==> config.mk <==
export PLATFORM = sky130hd
export DESIGN_NAME = alu_mc
export DESIGN_NICKNAME = d
export VERILOG_FILES = /design/src/rtl/alu_mc_pkg.sv /design/src/rtl/alu_mc_iter.sv /design/src/rtl/alu_mc.sv
export SDC_FILE = /design/constraint.sdc
export NUM_CORES = 1
export LEC_CHECK = 0
export BUFFER_PORTS_ARGS = -buffer_cell sky130_fd_sc_hd__clkbuf_2
export CAP_MARGIN = 20
export CORE_MARGIN = 8
export CORE_UTILIZATION = 30
export CTS_BUF_LIST = sky130_fd_sc_hd__clkbuf_16
export CTS_CLUSTER_DIAMETER = 150
export DETAILED_ROUTE_END_ITERATION = 10
export PLACE_DENSITY_LB_ADDON = 0.25
export SLEW_MARGIN = 20
export SYNTH_ARGS = -nofsm -noshare
export SYNTH_HDL_FRONTEND = slang
export SYNTH_SLANG_ARGS = --single-unit
==> constraint.sdc <==
create_clock -name CLK -period 9.6 [get_ports CLK]
set_input_delay 0.96 -clock CLK [delete_from_list [all_inputs] [get_ports CLK]]
set_output_delay 0.96 -clock CLK [all_outputs]
set_load 0.005 [all_outputs]
==> src/rtl/alu_mc_pkg.sv <==
// Shared definitions for the multi-cycle ALU: widths, opcodes, FSM states.
package alu_mc_pkg;

    localparam int ALU_DATA_WIDTH = 32;
    localparam int ALU_OPRN_WIDTH = 6;

    // Opcodes are held 32 bits wide; the top zero-extends OPRN before decode,
    // so any set upper opcode bit lands in the illegal-opcode default.
    localparam logic [31:0] OP_ADD  = 32'h01;
    localparam logic [31:0] OP_SUB  = 32'h02;
    localparam logic [31:0] OP_MULU = 32'h03;
    localparam logic [31:0] OP_SHR  = 32'h04;
    localparam logic [31:0] OP_SHL  = 32'h05;
    localparam logic [31:0] OP_AND  = 32'h06;
    localparam logic [31:0] OP_OR   = 32'h07;
    localparam logic [31:0] OP_NOR  = 32'h08;
    localparam logic [31:0] OP_SLTU = 32'h09;
    localparam logic [31:0] OP_SLT  = 32'h0A;
    localparam logic [31:0] OP_DIVU = 32'h0B;

    typedef enum logic {
        IDLE = 1'b0,
        ITER = 1'b1
    } state_e;

endpackage

==> src/rtl/alu_mc_iter.sv <==
// Iterative datapath: shift-add multiply and restoring divide.
// Both operations share one {hi,lo} accumulator pair and a bit counter.
module alu_mc_iter
    import alu_mc_pkg::*;
#(
    parameter int DW = ALU_DATA_WIDTH
) (
    input  logic          clk,
    input  logic          rst,
    input  logic          load,    // capture operands, arm counter
    input  logic          is_div,
    input  logic          step,    // one bit of work this cycle
    input  logic [DW-1:0] a,
    input  logic [DW-1:0] b,
    output logic          last,    // this step finishes the operation
    output logic [DW-1:0] res_lo,  // product low / quotient after this step
    output logic [DW-1:0] res_hi   // product high / remainder after this step
);
    localparam int CW = $clog2(DW);

    logic [DW-1:0] hi, lo, dvs;
    logic [CW-1:0] cnt;
    logic          div;
    logic [DW:0]   sum, sh, diff;
    logic [DW-1:0] nhi, nlo;

    // Next accumulator value for one multiply or divide bit.
    always_comb begin
        sum  = {1'b0, hi} + (lo[0] ? {1'b0, dvs} : '0);
        sh   = {hi, lo[DW-1]};
        diff = sh - {1'b0, dvs};
        if (div) begin
            // Remainder stays below the divisor, so diff[DW] is the borrow.
            nhi = diff[DW] ? sh[DW-1:0] : diff[DW-1:0];
            nlo = {lo[DW-2:0], ~diff[DW]};
        end else begin
            nhi = sum[DW:1];
            nlo = {sum[0], lo[DW-1:1]};
        end
    end

    assign last   = step && (cnt == '0);
    assign res_lo = nlo;
    assign res_hi = nhi;

    // Accumulator, divisor/multiplicand and bit counter.
    always_ff @(posedge clk) begin
        if (rst) begin
            hi  <= '0;
            lo  <= '0;
            dvs <= '0;
            div <= 1'b0;
            cnt <= '0;
        end else if (load) begin
            hi  <= '0;
            lo  <= a;
            dvs <= b;
            div <= is_div;
            cnt <= CW'(DW - 1);
        end else if (step) begin
            hi <= nhi;
            lo <= nlo;
            if (cnt != '0) cnt <= cnt - 1'b1;
        end
    end

endmodule

==> src/rtl/alu_mc.sv <==
// Multi-cycle ALU: single-cycle ops decoded combinationally and registered;
// mulu/divu handed to alu_mc_iter for DATA_WIDTH cycles.
module alu_mc
    import alu_mc_pkg::*;
#(
    parameter int DATA_WIDTH = ALU_DATA_WIDTH,
    parameter int OPRN_WIDTH = ALU_OPRN_WIDTH
) (
    input  logic                  CLK,
    input  logic                  RST,
    input  logic                  START,
    input  logic [OPRN_WIDTH-1:0] OPRN,
    input  logic [DATA_WIDTH-1:0] OP1,
    input  logic [DATA_WIDTH-1:0] OP2,
    output logic [DATA_WIDTH-1:0] OUT,
    output logic [DATA_WIDTH-1:0] OUT_HI,
    output logic                  ZERO,
    output logic                  ERR,
    output logic                  BUSY,
    output logic                  DONE
);
    state_e                state_q, state_d;
    logic [31:0]           op;
    logic [DATA_WIDTH-1:0] s_lo, s_hi, i_lo, i_hi;
    logic                  s_err, iter_op, accept, single_done, iter_start, iter_last;

    assign op          = 32'(OPRN);
    assign accept      = (state_q == IDLE) && START;
    assign single_done = accept && !iter_op;
    assign iter_start  = accept && iter_op;
    assign BUSY        = (state_q == ITER);

    // Opcode decode and single-cycle results.
    always_comb begin
        s_lo    = '0;
        s_hi    = '0;
        s_err   = 1'b0;
        iter_op = 1'b0;
        case (op)
            OP_ADD:  s_lo = OP1 + OP2;
            OP_SUB:  s_lo = OP1 - OP2;
            OP_MULU: iter_op = 1'b1;
            OP_SHR:  s_lo = OP1 >> OP2;
            OP_SHL:  s_lo = OP1 << OP2;
            OP_AND:  s_lo = OP1 & OP2;
            OP_OR:   s_lo = OP1 | OP2;
            OP_NOR:  s_lo = ~(OP1 | OP2);
            OP_SLTU: s_lo = DATA_WIDTH'(OP1 < OP2);
            OP_SLT:  s_lo = DATA_WIDTH'($signed(OP1) < $signed(OP2));
            OP_DIVU: begin
                // Divide by zero never enters the iterative path.
                if (OP2 == '0) begin
                    s_lo  = '1;
                    s_hi  = OP1;
                    s_err = 1'b1;
                end else begin
                    iter_op = 1'b1;
                end
            end
            default: s_err = 1'b1;
        endcase
    end

    // FSM state register.
    always_ff @(posedge CLK) begin
        if (RST) state_q <= IDLE;
        else     state_q <= state_d;
    end

    // FSM next state.
    always_comb begin
        state_d = state_q;
        case (state_q)
            IDLE: if (iter_start) state_d = ITER;
            ITER: if (iter_last)  state_d = IDLE;
            default: state_d = IDLE;
        endcase
    end

    alu_mc_iter #(.DW(DATA_WIDTH)) u_iter (
        .clk    (CLK),
        .rst    (RST),
        .load   (iter_start),
        .is_div (op == OP_DIVU),
        .step   (BUSY),
        .a      (OP1),
        .b      (OP2),
        .last   (iter_last),
        .res_lo (i_lo),
        .res_hi (i_hi)
    );

    // Result registers: written only on completion, held otherwise.
    always_ff @(posedge CLK) begin
        if (RST) begin
            OUT    <= '0;
            OUT_HI <= '0;
            ZERO   <= 1'b1;
            ERR    <= 1'b0;
            DONE   <= 1'b0;
        end else begin
            DONE <= single_done || iter_last;
            if (single_done) begin
                OUT    <= s_lo;
                OUT_HI <= s_hi;
                ZERO   <= (s_lo == '0);
                ERR    <= s_err;
            end else if (iter_last) begin
                OUT    <= i_lo;
                OUT_HI <= i_hi;
                ZERO   <= (i_lo == '0);
                ERR    <= 1'b0;
            end
        end
    end

endmodule

==> flow_metrics.py, run 1 <==
metrics = {
    "pwr": {
        "powerDensity_mw_per_mm2": 97.9,
        "pwr-share-comb_pct": 34.3,
        "sequentialPowerShare_pct": 33.4,
        "swShare_pct": 37.8,
        "vdd_drop_max_mv": 0.0885,
        "total_power_w": 0.00218,
        "internal-power_w": 0.00136,
        "switchingPower_w": 0.000826,
        "clkPwrFrac_pct": 32.2,
        "power.leakage_nw": 9.01,
    },
    "synthesis": {
        "yosysUniqueCellTypes": 100,
        "synth_seq_cells": 170,
        "synth_fp_nets": 2969,
        "yosys_most_used_dff": "dfxtp_1",
        "yosysSeqAreaShare_pct": 16.6,
        "async_reset_ff_share_pct": 0,
        "syn_avg_cell_area_sq_um": 7.51,
        "synth_area_sq_mm": 0.0205,
        "ys_warn_count": 0,
        "syn_inst": 2727,
        "synth-edff-count": 0,
    },
    "grt": {
        "grt_pass1_wl_microns": 146000,
        "globalRoute.totalOverflow": 0,
        "grt_pass1_vias": 20800,
        "antenna_found_initial": 5,
        "track_usage_pct": 24.9,
        "grt_max_degree": 77,
    },
    "worst_setup_path": {
        "reg2reg_slack_ns": 4.78,
        "ff2ff_path_depth": 16,
        "cp_max_fo": 43,
        "endpoint": "ZERO$_SDFFE_PP1P_",
        "cp_data_required_time_ns": 9.97,
        "critical_path_class": "input pin to register",
        "crit_arrival_ns": 6.41,
        "setup.worst_path.start_class": "input pin",
        "cp-end-kind": "register",
        "r2r-end": "OUT_HI[25]$_SDFFE_PP0P_",
        "crit_start": "OP2[1]",
        "r2r_start": "u_iter.lo[31]$_SDFFE_PP0P_",
    },
    "layout": {
        "final_common_cell": "a21oi_1",
        "area_growth_pct": 8.99,
        "final_net_count": 2952,
        "nFillCells": 7214,
        "most-common-layout-cells": "a21oi_1, nand2_1, nor2_1, dfxtp_1, ha_1",
        "drive_gt1_share_pct": 14.4,
    },
    "cts": {
        "cts_sinks": 170,
        "clockBufferDepth": 2,
        "cts_resized": 0,
        "root_buffer": "clkbuf_16",
        "cts_setup_buffers": 0,
        "clk_latency_ns": 0.46,
        "cts_made_buffers": 17,
        "cts_htree_levels": 4,
        "cts_hold_buf": 0,
        "clk_pin_slew_worst_paths_ns": 0.07,
        "cts_tree": "yes",
    },
    "die": {
        "die_w_microns": 277,
        "fp.dieArea_sq_mm": 0.0768,
        "ios": 141,
        "row_count": 95,
        "die_h_microns": 277,
        "start_util_pct": 30.4,
        "coreArea_sq_mm": 0.0674,
    },
    "routing": {
        "detail-route-antenna-nets": 0,
        "vias": 22300,
        "vias_per_cell": 6.19,
        "drt-initial-drc-count": 2747,
        "drcViolationCount": 0,
        "wl_microns": 100000,
        "dr.pass1.iters": 6,
        "routedWlPerCell_microns": 27.9,
    },
    "sta": {
        "rsz0062_at_grt": "no",
        "min_period_ns": 6.04,
        "finalCritPeriodShare_pct": 62.9,
        "hold_viol_final": 0,
        "slew_headroom_pct": 21.8,
        "tightestPinTransition_ns": 1.16,
        "finalClockSkew_ns": 0.0114,
        "drv_slew": 0,
        "setup_tns_ns": 0,
        "finalSetupViolCount": 0,
        "max_freq_mhz": 166,
    },
    "place": {
        "io_buffer_count": 140,
        "gp_congestion": 1.02,
        "dpl.hpwl_microns": 74500,
    },
    "worst_hold_path": {
        "hold_depth": 2,
        "hold_class": "register to register",
    },
    "run": {
        "cap_violations": 0,
    },
    "run_status": {
        "status": "complete, no violations",
    },
}
==> state kept, by name, summed over array words and instances, names as in the netlist <==
| signal | cells |
|---|---|
| OUT | 32 |
| OUT_HI | 32 |
| u_iter.dvs | 32 |
| u_iter.hi | 32 |
| u_iter.lo | 32 |
| u_iter.cnt | 5 |
| BUSY | 1 |
| DONE | 1 |
| ERR | 1 |
| ZERO | 1 |
| u_iter.div | 1 |
==> critical path: stages <==
cell and delay, ns:
buf_4 0.50, clkinv_1 0.91, fa_1 0.73, nor2b_1 0.15, o21ai_0 0.40, a21o_1 0.21, nand4_1 0.24, and2_1 0.29
mux2i_1 0.13, nor4_1 0.25, o21ai_1 0.11, or4_1 0.56, nor4b_2 0.51, nand4bb_1 0.18, o31ai_2 0.25
==> area by class of cell <==
class                      count  area [sq um]  area share (%)
timing repair buffer         183          1030            4.63
antenna                        1          2.50          0.0112
clock buffer                  17           425            1.91
multi-input combinational   2183         15600            70.0
clock inverter                15           149           0.667
tap                          873          1090            4.90
sequential                   170          3410            15.3
inverter                     155           582            2.61
==> synth_stat cells, types with 16 or more instances <==
master | number | area share [%]
a21o_1 | 34 | 1.2
nor2b_1 | 21 | 0.64
o21ai_0 | 147 | 3.6
a2111oi_0 | 16 | 0.68
clkbuf_1 | 154 | 2.8
a221oi_1 | 37 | 1.6
nand4_1 | 26 | 0.79
nand2_1 | 261 | 4.8
ha_1 | 165 | 10
nand3_1 | 59 | 1.4
o211ai_1 | 21 | 0.77
mux4_2 | 53 | 5.8
o21a_1 | 28 | 1.0
a22oi_1 | 60 | 2.2
buf_2 | 36 | 0.88
nor2_1 | 232 | 4.3
mux2_2 | 60 | 3.3
inv_1 | 150 | 2.8
xnor2_1 | 36 | 1.5
nor4_1 | 32 | 0.98
a21oi_1 | 275 | 6.7
and2_1 | 54 | 1.7
dfxtp_1 | 170 | 17
nor3_1 | 65 | 1.6
mux2i_1 | 88 | 4.3
a211oi_1 | 66 | 2.4
nand2b_1 | 28 | 0.86
a211o_1 | 17 | 0.73
==> stage by stage <==
| step | hold slack [ns] | util (%) | cell area, sq um | setup slack, ns | cells |
|---|---|---|---|---|---|
| 6_report | 0.471 | 33.1 | 22300 | 3.56 | 3597 |
| 5_1_grt | 0.492 | 33.1 | 22300 | 3.34 | 3596 |
| 4_1_cts | 0.471 | 33.1 | 22300 | 3.70 | 3596 |
| 3_5_place_dp | 0.461 | 32.2 | 21700 | 3.27 | 3564 |
| 3_3_place_gp | 0.460 | 32.2 | 21700 | 3.34 | 3564 |
| 2_1_floorplan | 0.443 | - | 20500 | 4.78 | 2727 |
==> logic make-up after synthesis <==
logic type	count (synthesis)	synth area share, %
XOR/XNOR	50	2.14
adder cells (fa/ha/maj)	169	10.5
AO/OA/AOI/OAI	905	29.6
AND/OR/NAND/NOR	855	19.9
multiplexers	204	13.7
buffers and inverters	374	7.53
flip-flops	170	16.6
==> how the worst min path moves through the flow <==
stage | startpoint | endpoint | slack, ns
2_1_floorplan | u_iter.lo[10]$_SDFFE_PP0P_ | u_iter.lo[10]$_SDFFE_PP0P_ | 0.44
3_3_place_gp | u_iter.lo[7]$_SDFFE_PP0P_ | u_iter.lo[7]$_SDFFE_PP0P_ | 0.46
3_5_place_dp | u_iter.lo[7]$_SDFFE_PP0P_ | u_iter.lo[7]$_SDFFE_PP0P_ | 0.46
4_1_cts | u_iter.lo[7]$_SDFFE_PP0P_ | u_iter.lo[7]$_SDFFE_PP0P_ | 0.47
5_1_grt | u_iter.lo[22]$_SDFFE_PP0P_ | u_iter.lo[22]$_SDFFE_PP0P_ | 0.49
6_report | u_iter.lo[27]$_SDFFE_PP0P_ | u_iter.lo[27]$_SDFFE_PP0P_ | 0.47
==> metal layers <==
| metal | part of all wire (%) | GRT usage, % | vias up |
|---|---|---|---|
| met2 | 43 | 37.9 | 1178 |
| met4 | 6.9 | 15.1 | 0 |
| met3 | 8.4 | 4.75 | 233 |
| met1 | 42 | 32.3 | 10800 |
| met5 | 0 | 0 | - |
| li1 | - | - | 10100 |
==> power by group through the flow <==
stage | registers, W | clock network [W] | logic, W
2_1_floorplan | 0.000743 | 0 | 0.000483
3_3_place_gp | 0.000747 | 0 | 0.000731
3_5_place_dp | 0.000746 | 0 | 0.000726
4_1_cts | 0.000730 | 0.000716 | 0.000729
5_1_grt | 0.000731 | 0.000744 | 0.000792
6_report | 0.000731 | 0.000704 | 0.000750
Power figures use the tool's default switching activity.
==> run 2, diff against run 1 <==
- clock period: 9.6 -> 4.85 ns (I/O delays scaled with it)
==> flow_metrics.py, run 2 (same netlist as run 1, synthesis figures left out) <==
metrics = {
    "run_status": {
        "status": "complete, no violations",
    },
    "routing": {
        "detail-route-antenna-nets": 0,
        "routedWlPerCell_microns": 27.3,
        "vias_per_cell": 6.13,
        "drcViolationCount": 0,
        "wl_microns": 101000,
        "vias": 22700,
        "drt-initial-drc-count": 2642,
        "dr.pass1.iters": 6,
    },
    "worst_setup_path": {
        "crit_arrival_ns": 4.86,
        "critical_path_class": "register to register",
        "cp-end-kind": "register",
        "r2r_start": "u_iter.lo[31]$_SDFFE_PP0P_",
        "setup.worst_path.start_class": "register",
        "cp_max_fo": 27,
        "ff2ff_path_depth": 16,
        "crit_start": "u_iter.lo[31]$_SDFFE_PP0P_",
        "cp_data_required_time_ns": 5.22,
    },
    "grt": {
        "grt_max_degree": 64,
        "grt_pass1_vias": 21200,
        "track_usage_pct": 25.1,
        "grt_pass1_wl_microns": 148000,
        "antenna_found_initial": 5,
        "globalRoute.totalOverflow": 0,
    },
    "place": {
        "io_buffer_count": 140,
        "dpl.hpwl_microns": 78100,
        "gp_congestion": 1.06,
        "place_ws_ns": 0.283,
        "dp_cells": 3668,
        "post_dp_cell_area_sq_mm": 0.0226,
    },
    "sta": {
        "rsz0062_at_grt": "no",
        "setup_tns_ns": 0,
        "drv_slew": 0,
        "slew_headroom_pct": 27.6,
        "hold_viol_final": 0,
        "tightestPinTransition_ns": 1.08,
        "setup_ws_ns": 0.354,
        "min_period_ns": 4.50,
        "max_freq_mhz": 222,
        "finalSetupViolCount": 0,
        "finalClockSkew_ns": 0.0151,
        "finalCritPeriodShare_pct": 92.7,
    },
    "cts": {
        "clk_pin_slew_worst_paths_ns": 0.07,
        "cts_resized": 0,
        "root_buffer": "clkbuf_16",
        "cts_made_buffers": 17,
        "cts_htree_levels": 4,
        "cts_tree": "yes",
        "cts_hold_buf": 0,
        "cts_sinks": 170,
        "clockBufferDepth": 2,
        "clk_latency_ns": 0.46,
    },
    "worst_hold_path": {
        "hold_class": "input pin to register",
        "hold_depth": 3,
        "hp-start": "OP2[30]",
    },
    "layout": {
        "area_growth_pct": 13.2,
        "nFillCells": 7215,
        "multi_input_area_sq_mm": 0.0156,
        "drive_gt1_share_pct": 17.7,
        "finalNonFillerCells": 3705,
        "most-common-layout-cells": "a21oi_1, nand2_1, nor2_1, dfxtp_1, ha_1",
        "regArea_sq_mm": 0.00341,
        "final_common_cell": "a21oi_1",
        "final_net_count": 3060,
        "stdcell_area_sq_mm": 0.0232,
    },
    "die": {
        "start_util_pct": 30.4,
        "ios": 141,
        "fp.dieArea_sq_mm": 0.0768,
        "row_count": 95,
        "coreArea_sq_mm": 0.0674,
        "die_w_microns": 277,
        "die_h_microns": 277,
    },
    "pwr": {
        "powerDensity_mw_per_mm2": 191,
        "vdd_drop_max_mv": 0.166,
        "total_power_w": 0.00444,
        "power.leakage_nw": 9.55,
    },
    "run": {
        "cap_violations": 0,
    },
}
==> run 2: routing by layer <==
metal  vias up  global-route usage (%)  routed length, microns
li1      10300                       -                       -
met1     11000                    32.4                   42500
met2      1165                    39.5                   44700
met3       243                    5.10                    8030
met4         0                    12.4                    5820
met5         -                       0                       0
==> run 2: worst paths after layout <==
kind,to,slack (ns)
worst max-delay path,ZERO$_SDFFE_PP1P_,0.35
worst min-delay path,u_iter.dvs[30]$_SDFFE_PP0P_,0.38
worst max register to register,ZERO$_SDFFE_PP1P_,0.35
worst min register to register,u_iter.lo[28]$_SDFFE_PP0P_,0.47
==> run 2: per-stage QoR <==
step	hold slack [ns]	utilization [%]
after floorplan	0.443	-
final	0.380	34.4
after CTS	0.355	34.3
after detailed placement	0.461	33.5
after global placement	0.459	33.5
after global routing	0.365	34.4
==> run 2: cell type report <==
class | count | share of cell area [%]
Sequential cell | 170 | 14.7
Inverter | 155 | 2.51
Multi-Input combinational cell | 2183 | 67.4
Timing Repair Buffer | 291 | 8.17
Antenna cell | 1 | 0.0108
Clock buffer | 17 | 1.84
Tap cell | 873 | 4.71
Clock inverter | 15 | 0.669
==> run 2: power by group <==
part	switching (W)	internal, W
Clock	0.000681	0.000728
Sequential	0.0000271	0.00142
Combinational	0.000996	0.000583
Total	0.00170	0.00273
==> run 2: worst max-delay path, cell delays in order, from the launching register on <==
cell and delay, ns:
dfxtp_1 0.39, inv_1 0.15, ha_1 0.24, fa_1 0.44, nor2b_1 0.21, o31a_1 0.20
a21oi_1 0.18, a21o_1 0.25, o21ai_1 0.28, o21a_1 0.28, a31o_2 0.25, xor2_4 0.11
buf_12 0.19, mux2_2 0.34, or4_1 0.55, a22o_1 0.24, o31ai_2 0.07
==> run 2: timing repair <==
item,4_1_cts,5_1_grt
endpoints found under the setup margin,0,1
setup buffers,0,4
endpoints found under the hold margin,0,0
==> run 3, diff against run 2 <==
- clock period: 4.85 -> 3.7 ns (I/O delays scaled with it)
==> flow_metrics.py, run 3 (same netlist as run 1, synthesis figures left out) <==
metrics = {
    "run_status": {
        "status": "finished, violations left",
        "failed_checks": "negative setup slack",
    },
    "worst_setup_path": {
        "path_common_cell": "a21oi_2",
        "critical-path-top-delay-family": "compound AO/OA/AOI/OAI gates",
        "r2r_start": "u_iter.lo[31]$_SDFFE_PP0P_",
        "cp-end-kind": "register",
        "setup.worst_path.start_class": "register",
        "cp_max_fo": 7,
        "path_buf_inv": 2,
        "reg2reg_slack_ns": -0.02,
        "crit_start": "u_iter.lo[31]$_SDFFE_PP0P_",
        "crit_arrival_ns": 4.07,
        "path_cells": "inv_2 > ha_4 > fa_2 > nor2b_4 > o31a_1 > a21oi_2 > a21o_1 > o21ai_2 > o21a_1 > a31o_4 > xor2_4 > buf_6 > mux2i_1 > a21oi_2 > mux2_2 > a22o_1",
        "cp_data_required_time_ns": 4.05,
        "critical_path_class": "register to register",
        "max_stage_delay_ns": 0.42,
        "critPathSlowestCell": "xor2_4",
    },
    "layout": {
        "most-common-layout-cells": "buf_4, a21oi_1, nand2_1, nor2_1, dfxtp_1",
        "final_common_cell": "buf_4",
        "multi_input_area_sq_mm": 0.0162,
        "area_growth_pct": 36.2,
        "nFillCells": 6875,
        "final_net_count": 3573,
        "regArea_sq_mm": 0.00342,
        "drive_gt1_share_pct": 33.0,
    },
    "place": {
        "gp_congestion": 1.04,
        "place_ws_ns": -0.511,
        "dpl.hpwl_microns": 87600,
        "io_buffer_count": 140,
    },
    "sta": {
        "tightestPinTransition_ns": 1.11,
        "slew_headroom_pct": 25.9,
        "setup_ws_ns": -0.0210,
        "finalCritPeriodShare_pct": 101,
        "max_freq_mhz": 269,
        "finalSetupViolCount": 4,
        "rsz0062_at_grt": "yes",
        "setup_tns_ns": -0.0538,
        "hold_viol_final": 0,
        "finalClockSkew_ns": 0.0161,
        "min_period_ns": 3.72,
        "drv_slew": 0,
    },
    "routing": {
        "vias_per_cell": 5.87,
        "detail-route-antenna-nets": 0,
        "vias": 24800,
        "drcViolationCount": 0,
        "drt-initial-drc-count": 2708,
        "routedWlPerCell_microns": 26.2,
        "wl_microns": 110000,
        "dr.pass1.iters": 5,
    },
    "grt": {
        "globalRoute.totalOverflow": 0,
        "grt_pass1_vias": 23600,
        "track_usage_pct": 27.4,
        "antenna_found_initial": 6,
        "grt_pass1_wl_microns": 160000,
        "grt_max_degree": 70,
    },
    "die": {
        "start_util_pct": 30.4,
        "die_h_microns": 277,
        "coreArea_sq_mm": 0.0674,
        "fp.dieArea_sq_mm": 0.0768,
        "row_count": 95,
        "ios": 141,
        "die_w_microns": 277,
    },
    "cts": {
        "cts_tree": "yes",
        "cts_sinks": 170,
        "clockBufferDepth": 2,
        "cts_hold_buf": 0,
        "clk_pin_slew_worst_paths_ns": 0.07,
        "cts_made_buffers": 17,
        "root_buffer": "clkbuf_16",
        "cts_htree_levels": 4,
        "clk_latency_ns": 0.47,
    },
    "worst_hold_path": {
        "hp-start": "RST",
        "hold_class": "input pin to register",
    },
    "run": {
        "cap_violations": 0,
    },
    "pwr": {
        "power.leakage_nw": 12.2,
        "total_power_w": 0.00630,
        "vdd_drop_max_mv": 0.318,
        "powerDensity_mw_per_mm2": 226,
    },
}
-- run 3: metal layers --
| layer | share of wire, % | track usage, % | vias to the layer above |
|---|---|---|---|
| li1 | - | - | 11300 |
| met1 | 43 | 36.4 | 12000 |
| met3 | 8.3 | 5.48 | 240 |
| met5 | 0.023 | 0 | - |
| met2 | 43 | 41.5 | 1205 |
| met4 | 5.8 | 14.3 | 6 |
-- run 3: stage by stage --
stage                     hold WS [ns]  utilization [%]  instance area (sq um)  std cells
after floorplan                  0.443                -                  20600       2727
after global placement           0.453             39.6                  26700       4175
after detailed placement         0.461             39.6                  26700       4175
after CTS                        0.252             40.5                  27300       4209
after global routing             0.247             41.3                  27900       4216
final                            0.262             41.3                  27900       4219
-- run 3: what timing repair did --
item	4_1_cts	5_1_grt
pin swaps	11	50
gates resized for setup	22	115
setup endpoints to repair	57	65
hold endpoints to repair	0	0
cloned	0	0
buffers inserted	3	9
-- run 3: cell type report --
cell class,count,area share [%]
multi-input combinational,2183,58.0
timing repair buffer,804,21.7
sequential,170,12.3
tap,873,3.92
inverter,155,2.13
clock buffer,17,1.53
clock inverter,14,0.350
antenna,3,0.0269
-- run 3: worst paths after layout --
kind	endpoint	depth (start not counted)
setup reg to reg	OUT_HI[8]$_SDFFE_PP0P_	16
hold / removal	OUT_HI[31]$_SDFFE_PP0P_	2
hold reg to reg	u_iter.lo[18]$_SDFFE_PP0P_	2
setup / recovery	OUT_HI[8]$_SDFFE_PP0P_	16
-- run 3: power by group --
part | internal [W] | switching [W]
logic | 0.00120 | 0.00149
registers | 0.00186 | 0.0000385
clock network | 0.000855 | 0.000852
total | 0.00392 | 0.00238
-- run 3: worst register-to-register path: stages (launching register included) --
cell and delay, ns:
dfxtp_2 0.33, inv_2 0.05, ha_4 0.16, fa_2 0.39, nor2b_4 0.12, o31a_1 0.17, a21oi_2 0.10, a21o_1 0.23
o21ai_2 0.18, o21a_1 0.24, a31o_4 0.20, xor2_4 0.42, buf_6 0.20, mux2i_1 0.22, a21oi_2 0.10, mux2_2 0.30
a22o_1 0.19
